### src/rtl/baud_gen_frac_if.sv
// Control/status bundle for the fractional baud generator: run control,
// shadowed divisor writes, and the two tick outputs.
interface baud_gen_frac_if #(
   parameter int INT_W  = 16,
   parameter int FRAC_W = 4
) ();
   logic              en;
   logic              restart;
   logic              cfg_we;
   logic [INT_W-1:0]  cfg_int;
   logic [FRAC_W-1:0] cfg_frac;
   logic              cfg_osr8;
   logic              cfg_pending;
   logic              tick_os;
   logic              baud_en;

   modport master (
      output en, restart, cfg_we, cfg_int, cfg_frac, cfg_osr8,
      input  cfg_pending, tick_os, baud_en
   );

   modport slave (
      input  en, restart, cfg_we, cfg_int, cfg_frac, cfg_osr8,
      output cfg_pending, tick_os, baud_en
   );
endinterface

### src/rtl/baud_gen_frac.sv
// Fractional baud-rate generator: integer + fractional divisor via a phase
// accumulator, 8x/16x oversample ticks and bit ticks, shadowed divisor updates.
module baud_gen_frac #(
   parameter int               INT_W        = 16,
   parameter int               FRAC_W       = 4,
   parameter logic [INT_W-1:0]  DEFAULT_INT  = 27,
   parameter logic [FRAC_W-1:0] DEFAULT_FRAC = 2,
   parameter logic             DEFAULT_OSR8 = 1'b0
) (
   input  logic              clk,
   input  logic              rst_n,
   baud_gen_frac_if.slave    bus
);

   logic [INT_W-1:0]  r_div_int, r_sh_int, r_cnt;
   logic [FRAC_W-1:0] r_div_frac, r_sh_frac, r_acc;
   logic              r_osr8, r_sh_osr8;
   logic [3:0]        r_os_cnt;
   logic              r_pending, r_tick, r_baud;

   logic [FRAC_W:0]   w_sum;
   logic              w_carry;
   logic [INT_W-1:0]  w_eff_int, w_term;
   logic              w_hit, w_os_wrap, w_apply;

   assign w_sum     = {1'b0, r_acc} + {1'b0, r_div_frac};
   assign w_carry   = w_sum[FRAC_W];
   assign w_eff_int = (r_div_int < INT_W'(2)) ? INT_W'(2) : r_div_int;
   assign w_term    = w_eff_int - INT_W'(1) + INT_W'(w_carry);
   // >= rather than == so a divisor shrunk while paused cannot strand cnt
   // above the new terminal count.
   assign w_hit     = bus.en && !bus.restart && (r_cnt >= w_term);
   assign w_os_wrap = (r_os_cnt == (r_osr8 ? 4'd7 : 4'd15));
   assign w_apply   = r_pending && (bus.restart || !bus.en || w_hit);

   always_ff @(posedge clk or negedge rst_n) begin
      if (!rst_n) begin
         r_div_int  <= DEFAULT_INT;
         r_div_frac <= DEFAULT_FRAC;
         r_osr8     <= DEFAULT_OSR8;
         r_sh_int   <= DEFAULT_INT;
         r_sh_frac  <= DEFAULT_FRAC;
         r_sh_osr8  <= DEFAULT_OSR8;
         r_cnt      <= '0;
         r_acc      <= '0;
         r_os_cnt   <= '0;
         r_pending  <= 1'b0;
         r_tick     <= 1'b0;
         r_baud     <= 1'b0;
      end else begin
         r_tick <= 1'b0;
         r_baud <= 1'b0;
         if (bus.restart) begin
            r_cnt    <= '0;
            r_acc    <= '0;
            r_os_cnt <= '0;
         end else if (bus.en) begin
            if (w_hit) begin
               r_cnt  <= '0;
               r_acc  <= w_sum[FRAC_W-1:0];
               r_tick <= 1'b1;
               if (w_os_wrap) begin
                  r_os_cnt <= '0;
                  r_baud   <= 1'b1;
               end else begin
                  r_os_cnt <= r_os_cnt + 4'd1;
               end
            end else begin
               r_cnt <= r_cnt + INT_W'(1);
            end
         end
         // Later assignments override: apply beats counting, a fresh write beats the clear.
         if (w_apply) begin
            r_div_int  <= r_sh_int;
            r_div_frac <= r_sh_frac;
            r_osr8     <= r_sh_osr8;
            r_acc      <= '0;
            r_os_cnt   <= '0;
            r_pending  <= 1'b0;
         end
         if (bus.cfg_we) begin
            r_sh_int  <= bus.cfg_int;
            r_sh_frac <= bus.cfg_frac;
            r_sh_osr8 <= bus.cfg_osr8;
            r_pending <= 1'b1;
         end
      end
   end

   assign bus.tick_os     = r_tick;
   assign bus.baud_en     = r_baud;
   assign bus.cfg_pending = r_pending;

endmodule

### src/flat_wrapper.sv
// flat-port wrapper written by rule: the top's interface ports become plain ports
module baud_gen_frac_flat 
#(
   parameter int               INT_W        = 16,
   parameter int               FRAC_W       = 4,
   parameter logic [INT_W-1:0]  DEFAULT_INT  = 27,
   parameter logic [FRAC_W-1:0] DEFAULT_FRAC = 2,
   parameter logic             DEFAULT_OSR8 = 1'b0
)
  (clk, rst_n, bus_en, bus_restart, bus_cfg_we, bus_cfg_int, bus_cfg_frac, bus_cfg_osr8, bus_cfg_pending, bus_tick_os, bus_baud_en);
  baud_gen_frac_if #(.INT_W(INT_W), .FRAC_W(FRAC_W)) bus_i ();
  input  logic clk;
  input  logic rst_n;
  input wire logic [$bits(bus_i.en)-1:0] bus_en;
  input wire logic [$bits(bus_i.restart)-1:0] bus_restart;
  input wire logic [$bits(bus_i.cfg_we)-1:0] bus_cfg_we;
  input wire logic [$bits(bus_i.cfg_int)-1:0] bus_cfg_int;
  input wire logic [$bits(bus_i.cfg_frac)-1:0] bus_cfg_frac;
  input wire logic [$bits(bus_i.cfg_osr8)-1:0] bus_cfg_osr8;
  output wire logic [$bits(bus_i.cfg_pending)-1:0] bus_cfg_pending;
  output wire logic [$bits(bus_i.tick_os)-1:0] bus_tick_os;
  output wire logic [$bits(bus_i.baud_en)-1:0] bus_baud_en;
  assign bus_i.en = bus_en;
  assign bus_i.restart = bus_restart;
  assign bus_i.cfg_we = bus_cfg_we;
  assign bus_i.cfg_int = bus_cfg_int;
  assign bus_i.cfg_frac = bus_cfg_frac;
  assign bus_i.cfg_osr8 = bus_cfg_osr8;
  assign bus_cfg_pending = bus_i.cfg_pending;
  assign bus_tick_os = bus_i.tick_os;
  assign bus_baud_en = bus_i.baud_en;
  baud_gen_frac #(.INT_W(INT_W), .FRAC_W(FRAC_W), .DEFAULT_INT(DEFAULT_INT), .DEFAULT_FRAC(DEFAULT_FRAC), .DEFAULT_OSR8(DEFAULT_OSR8)) u_core (.clk(clk), .rst_n(rst_n), .bus(bus_i));
endmodule
### config.mk
export PLATFORM = sky130hd
export DESIGN_NAME = baud_gen_frac_flat
export DESIGN_NICKNAME = d
export VERILOG_FILES = /design/src/rtl/baud_gen_frac_if.sv /design/src/rtl/baud_gen_frac.sv /design/src/flat_wrapper.sv
export SDC_FILE = /design/constraint.sdc
export NUM_CORES = 1
export LEC_CHECK = 0
export ABC_AREA = 1
export CAP_MARGIN = 20
export CORE_MARGIN = 2
export CORE_UTILIZATION = 55
export CTS_CLUSTER_SIZE = 16
export DETAILED_ROUTE_END_ITERATION = 8
export PLACE_DENSITY = 0.75
export SLEW_MARGIN = 20
export SYNTH_ARGS = -nofsm -noshare
export SYNTH_HDL_FRONTEND = slang
export SYNTH_SLANG_ARGS = --single-unit
### constraint.sdc
create_clock -name clk -period 3.5 [get_ports clk]
set_input_delay 0.35 -clock clk [delete_from_list [all_inputs] [get_ports clk]]
set_output_delay 0.35 -clock clk [all_outputs]
set_load 0.1 [all_outputs]
==> results.cfg, run 1 <==
[layout]
diodes = 0
nets = 613
drive_above_1_share_pct = 18.2
area_growth_pct = 24.5
stdcell_count = 666
n_fill_cell = 574

[pwr]
internal_power_mw = 1.51
p_clk_share_pct = 34.8
p_sw_uw = 674
swShare_pct = 30.9
finalPower_mw = 2.19
p_comb_share_pct = 22.2
cellPowerDensity_nw_per_um2 = 437
share_seq_of_total_power_pct = 43.0
vdd_ir_drop_max_v = 0.000301
p_leak_nw = 2.48

[drt]
wl_per_cell_um = 13.6
drtPass1Iterations = 5
wl_met3_um = 277
drt_wl_total_mm = 9.05
via_count = 3460
dr_wl_met2_mm = 4.51
ant_nets = 0
first_iter_violations = 160
wl_met1_mm = 4.08
vias_per_cell = 5.20
top_layer_used = met4
drcViolationCount = 0

[synth]
ys_types = 35
yosys.area.top_type_share_pct = 36.8
yosysSeqAreaShare_pct = 43.3
synthesis.area_um2 = 4010
syn-num-nets = 558
ys_ff_latch = 69
ys_top_cells_by_count = nand2_1, dfrtp_1, inv_1, nand3_1, nor2_1
synth-edff-count = 0
synth_most_common_cell = nand2_1
yosys.area.top_type = dfrtp_1
async_flop_share_pct = 100
ys_warn_count = 0
avgSynthCellArea_um2 = 7.91
syn-instance-count = 507
ys_top_cells_by_area = dfrtp_1, nand2_1, ha_1
synth_ff_type = dfrtp_1

[placement]
port_buffers = 28
dp_hpwl_mm = 5.93
dp_cells = 637
gp_congestion = 0.847

[flow_run]
drv_cap = 0

[clock_network]
cts-htree-levels = 3
cts_root_buffer = clkbuf_8
clockBufferDepth = 2
cts.clk_slew.worst_paths_ps = 80
cts_tree = yes
clock_latency_ps = 350
cts_buffers = 9
cts.sinks = 69

[floorplanning]
core-area_um2 = 7180
die_w_um = 89.4
rows = 31
dieArea_um2 = 8000
ios = 29
start_util_pct = 55.9
fp.dieH_um = 89.4

[timing]
relSlewSlack_pct = 14.0
report.final.slew_viol_count = 0
post-route-min-period_ps = 3580
max_slew.worst_pin.slew_ps = 1290
grt_setup_unrepaired = yes
setup_violations = 37
fmaxAchievable_mhz = 279
setup_slack_ps = -80.3
finalCritPeriodShare_pct = 102
finalHoldViolCount = 0
skew_ps = 13.4
hold_ws_ps = 468

[worst_setup_path]
critPathRequiredTime_ps = 3740
end_kind = flip-flop
start_kind = flip-flop
reg2reg_setup_slack_ps = -80
r2r-start = u_core.r_div_frac[0]
reg2reg_to = u_core.r_osr8
cp_max_fo = 5
criticalPathCategory = reg -> reg
r2r.worst_path.cells = 21
cp.arrival_ps = 3820

[hold_path]
holdPathStages = 2
hold_end = u_core.r_sh_frac[1]
min_path_type = reg -> reg
hold_path.startpoint = u_core.r_sh_frac[1]

[status]
status = finished with violations
violations = setup timing

[global_route]
antenna_found_initial = 0
groute.usage.overall_pct = 23.0
grt_max_degree = 30
grt_pass1_wl_mm = 14.3
grt_overflow = 0
grt_pass1_vias = 3216
metal layers:
metal | global-route usage (%) | vias up
met5 | 0 | -
met4 | 10.0 | 0
met3 | 3.42 | 16
met2 | 38.0 | 89
met1 | 30.0 | 1607
li1 | - | 1748
sequential cells by signal (all words and copies together) (netlist names):
register / count
u_core.r_cnt: 16
u_core.r_div_int: 16
u_core.r_sh_int: 16
u_core.r_acc: 4
u_core.r_div_frac: 4
u_core.r_os_cnt: 4
u_core.r_sh_frac: 4
u_core.bus.baud_en: 1
u_core.bus.cfg_pending: 1
u_core.bus.tick_os: 1
u_core.r_osr8: 1
u_core.r_sh_osr8: 1
logic make-up (layout without fill, tap and decap cells):
kind of cell / Yosys count / in the layout / share of synthesized area, %
XOR/XNOR: 22 / 22 / 4.80
flip-flops: 69 / 69 / 43.3
adder cells (fa/ha/maj): 25 / 25 / 7.98
buffers and inverters: 67 / 125 / 7.39
AND/OR/NAND/NOR: 286 / 288 / 31.1
AO/OA/AOI/OAI: 38 / 38 / 5.39
stage by stage:
step | TNS (ps) | util, % | setup WS (ps) | area, µm²
detailed placement | -43.1 | 62.0 | -10.5 | 4450
global placement | 0 | 62.0 | 41.4 | 4450
CTS | 0 | 65.5 | 9.88 | 4700
finish | -1250 | 69.6 | -80.3 | 5000
global route | -9720 | 69.6 | -268 | 5000
floorplan | 0 | - | 211 | 4010
worst max-delay path by stage:
stage	from	to	slack, ps	cells after the start
after global placement	u_core.r_acc[0]	u_core.r_div_int[13]	40	21
final	u_core.r_div_frac[0]	u_core.r_osr8	-80	21
after CTS	u_core.r_acc[0]	u_core.r_div_int[11]	10	21
after global routing	u_core.r_div_frac[0]	u_core.r_osr8	-270	21
after detailed placement	u_core.r_acc[0]	u_core.r_div_int[7]	-10	21
after floorplan	u_core.r_acc[0]	u_core.r_div_int[2]	210	22
power by group through the flow:
stage / Sequential [mW] / Combinational [mW] / Clock [mW]
CTS: 0.928 / 0.425 / 0.763
finish: 0.939 / 0.486 / 0.761
global route: 0.948 / 0.548 / 0.803
global placement: 0.938 / 0.404 / 0
floorplan: 0.937 / 0.281 / 0
detailed placement: 0.941 / 0.419 / 0
layout make-up:
| class | count | area (µm²) | area share (%) |
|---|---|---|---|
| Multi-Input combinational cell | 373 | 2160 | 43.3 |
| Sequential cell | 69 | 1740 | 34.8 |
| Timing Repair Buffer | 56 | 541 | 10.8 |
| Inverter | 53 | 199 | 3.98 |
| Clock buffer | 10 | 138 | 2.75 |
| Tap cell | 99 | 124 | 2.48 |
| Clock inverter | 6 | 93.8 | 1.88 |
critical path, cell delays in order (launching register included):
cell and delay (ps):
dfrtp_1 390, ha_2 200, inv_2 60, fa_2 210, o21bai_1 80, a21oi_1 180, ha_2 230, ha_4 150
nand2_4 60, nor3_4 220, nand2_2 90, nor3_2 180, xor2_1 150, inv_1 50, ha_1 260, nand4_1 140
a21oi_2 70, nor2_4 180, nand3_4 180, buf_6 210, nand3_1 60, nand2_1 90
timing repair:
action / in CTS / in global routing
gates cloned: 0 / 5
hold buffers: 1 / 0
setup endpoints to repair: 18 / 48
pin swaps: 0 / 19
buffers inserted: 0 / 7
resized for setup: 1 / 40
endpoints found under the hold margin: 18 / 0
layout by cell type, fill, tap and decap left out, types with 3 or more instances in the layout:
master and count:
a21oi_1 7, clkbuf_8 10, nor2_1 26, ha_1 20, nand2_1 179, nand3_1 17
nand3_2 14, xor2_1 19, o22ai_1 4, dfrtp_1 59, nand2_4 4, a31oi_1 3
nor2_2 5, nand2_2 7, nand4_1 21, xnor2_1 3, o21ai_0 4, clkdlybuf4s50_1 26
buf_4 23, dfstp_2 10, inv_1 51, o21ai_1 12, nor3_1 6
Note: power is estimated with default switching activity, not from simulation.
==> run 2, diff against run 1 <==
--- a/config.mk
+++ b/config.mk
@@ -11,6 +11,7 @@
 export CORE_UTILIZATION = 55
 export CTS_CLUSTER_SIZE = 16
 export DETAILED_ROUTE_END_ITERATION = 8
+export GPL_TIMING_DRIVEN = 0
 export PLACE_DENSITY = 0.75
 export SLEW_MARGIN = 20
 export SYNTH_ARGS = -nofsm -noshare
==> run 2 against run 1 <==
Effect of this change:
- the flow still finishes with violations (setup timing)
- via count down 0.95%
- sequential power about the same
- sequential share of layout area up 0.33 points
- routed wire length down 3.0%
- non-clock buffer count up 9
- critical path depth up 3
- global-route usage up 0.93 points
- die area unchanged
- fmax up 0.52%
- clock power down 22%
- first-iteration DRC count down 38%
- combinational power up 0.8%
- largest cell class unchanged
- highest routed layer unchanged
==> results.cfg, run 2 (synthesis gave the netlist of run 1 again) <==
[status]
status = finished with violations
violations = setup timing

[clock_network]
cts_buffers = 9
clockBufferDepth = 2
cts.clk_slew.worst_paths_ps = 80
cts-htree-levels = 3
cts_tree = yes
clock_latency_ps = 360
cts.sinks = 69
cts_root_buffer = clkbuf_8

[layout]
final_common_cell = nand2_1
post-route-cell-area_um2 = 4960
final_cell_mix = nand2_1, dfrtp_1, inv_1
area_growth_pct = 23.6
fin_util_pct = 69.1
largestRegisters = u_core.r_cnt: 16 flops, u_core.r_div_int: 16 flops, u_core.r_sh_int: 16 flops
diodes = 0
drive_above_1_share_pct = 18.3
nets = 620

[timing]
max_slew.worst_pin.slew_ps = 963
post-route-min-period_ps = 3560
skew_ps = 10.5
finalHoldViolCount = 0
hold_ws_ps = 418
report.final.slew_viol_count = 0
setup_slack_ps = -61.8
setup_violations = 20
relSlewSlack_pct = 35.6
fmaxAchievable_mhz = 281
grt_setup_unrepaired = yes
finalCritPeriodShare_pct = 102

[floorplanning]
start_util_pct = 55.9
dieArea_um2 = 8000
core-area_um2 = 7180
die_w_um = 89.4
ios = 29
fp.dieH_um = 89.4
rows = 31

[worst_setup_path]
end_kind = flip-flop
cp_num_buf_inv = 5
path_cells = ha_2 > inv_2 > fa_2 > o21bai_1 > a21oi_1 > ha_2 > ha_4 > nand2_4 > nor3_4 > nand2_2 > buf_4 > buf_4 > xor2_1 > ha_1 > nand2_1 > inv_1 > nand2_1 > a21oi_2 > nor2_4 > nand3_4 > nand2_8 > clkbuf_16 > nand2_2 > nand2_1
criticalPathCategory = reg -> reg
critPathRequiredTime_ps = 3750
cp.arrival_ps = 3810
reg2reg_setup_slack_ps = -60
r2r-start = u_core.r_acc[0]
crit_path_frequent_cell = nand2_1
critPathMaxStageDelay_ps = 410
worstSetupStartpoint = u_core.r_acc[0]
cp_max_fo = 6
start_kind = flip-flop
worst_path_max_delay_cell = dfrtp_1
cp_top_family = adder cells

[placement]
port_buffers = 28
placed_cell_area_um2 = 4440
dp_slack_ps = -207
gp_congestion = 0.886
dp_hpwl_mm = 6.04

[drt]
drt_wl_total_mm = 8.78
ant_nets = 0
vias_per_cell = 5.09
via_count = 3427
wl_per_cell_um = 13.0
first_iter_violations = 100
drcViolationCount = 0
drtPass1Iterations = 4

[global_route]
grt_max_degree = 51
grt_pass1_vias = 3265
antenna_found_initial = 0
groute.usage.overall_pct = 23.9
grt_overflow = 0
grt_pass1_wl_mm = 14.6

[pwr]
vdd_ir_drop_max_v = 0.000273
finalPower_mw = 2.03
cellPowerDensity_nw_per_um2 = 409
p_leak_nw = 2.44

[flow_run]
drv_cap = 0

[hold_path]
min_path_type = in -> async
[run 2: changes by cell type in the layout (fill, tap and decap cells not counted), sizes merged, moves of 2 or more]
cell / change
buf: +2
bufinv: -2
clkbuf: +6
clkinvlp: +2
[run 2: path summary, 6_finish.rpt]
check | end | depth (start not counted)
worst max-delay path | u_core.r_osr8 | 24
worst min-delay path | u_core.r_cnt[0] | 2
worst max register to register | u_core.r_osr8 | 24
worst min register to register | u_core.r_sh_frac[1] | 2
max in group asynchronous | u_core.r_sh_int[4] | 3
min in group clk | u_core.r_sh_frac[1] | 2
[run 2: per-stage QoR]
stage	TNS, ps	cells
after floorplan	0	507
after global placement	-14940	634
after detailed placement	-6790	635
after CTS	-574	660
after global routing	-8170	673
final	-642	673
[run 2: what timing repair did]
| action | CTS | global route |
|---|---|---|
| gates resized for setup | 17 | 30 |
| gates cloned | 1 | 1 |
| pin swaps | 11 | 19 |
| endpoints found under the hold margin | 19 | 0 |
| setup buffers | 7 | 13 |
| setup endpoints to repair | 40 | 48 |
| hold buffers | 1 | 0 |
[run 2: layout make-up]
type,instances,area [µm²]
Buffer,14,101
Clock buffer,10,128
Clock inverter,6,48.8
Fill cell,597,2210
Inverter,53,199
Multi-Input combinational cell,371,2120
Sequential cell,69,1740
Tap cell,99,124
Timing Repair Buffer,51,498
[run 2: worst register-to-register path, delay by kind of cell, from the launching register on]
| family | cells | cell delay [ps] |
|---|---|---|
| and+or+nand+nor | 10 | 910 |
| DFF | 1 | 410 |
| adders and majority gates | 5 | 1040 |
| buffers and inverters | 5 | 570 |
| AOI/OAI and AO/OA | 3 | 390 |
| xor gates and xnor gates | 1 | 140 |
[run 2: metal layers]
metal	wire length, µm	global-route usage [%]
met5	0	0
met4	101	9.50
met3	302	5.08
met2	4310	39.3
met1	4060	30.9
[run 2: report_power, final]
part | switching [mW] | internal [mW] | total [mW]
Combinational | 0.274 | 0.216 | 0.490
Sequential | 0.0676 | 0.873 | 0.941
Clock | 0.334 | 0.262 | 0.596
Total | 0.676 | 1.35 | 2.03
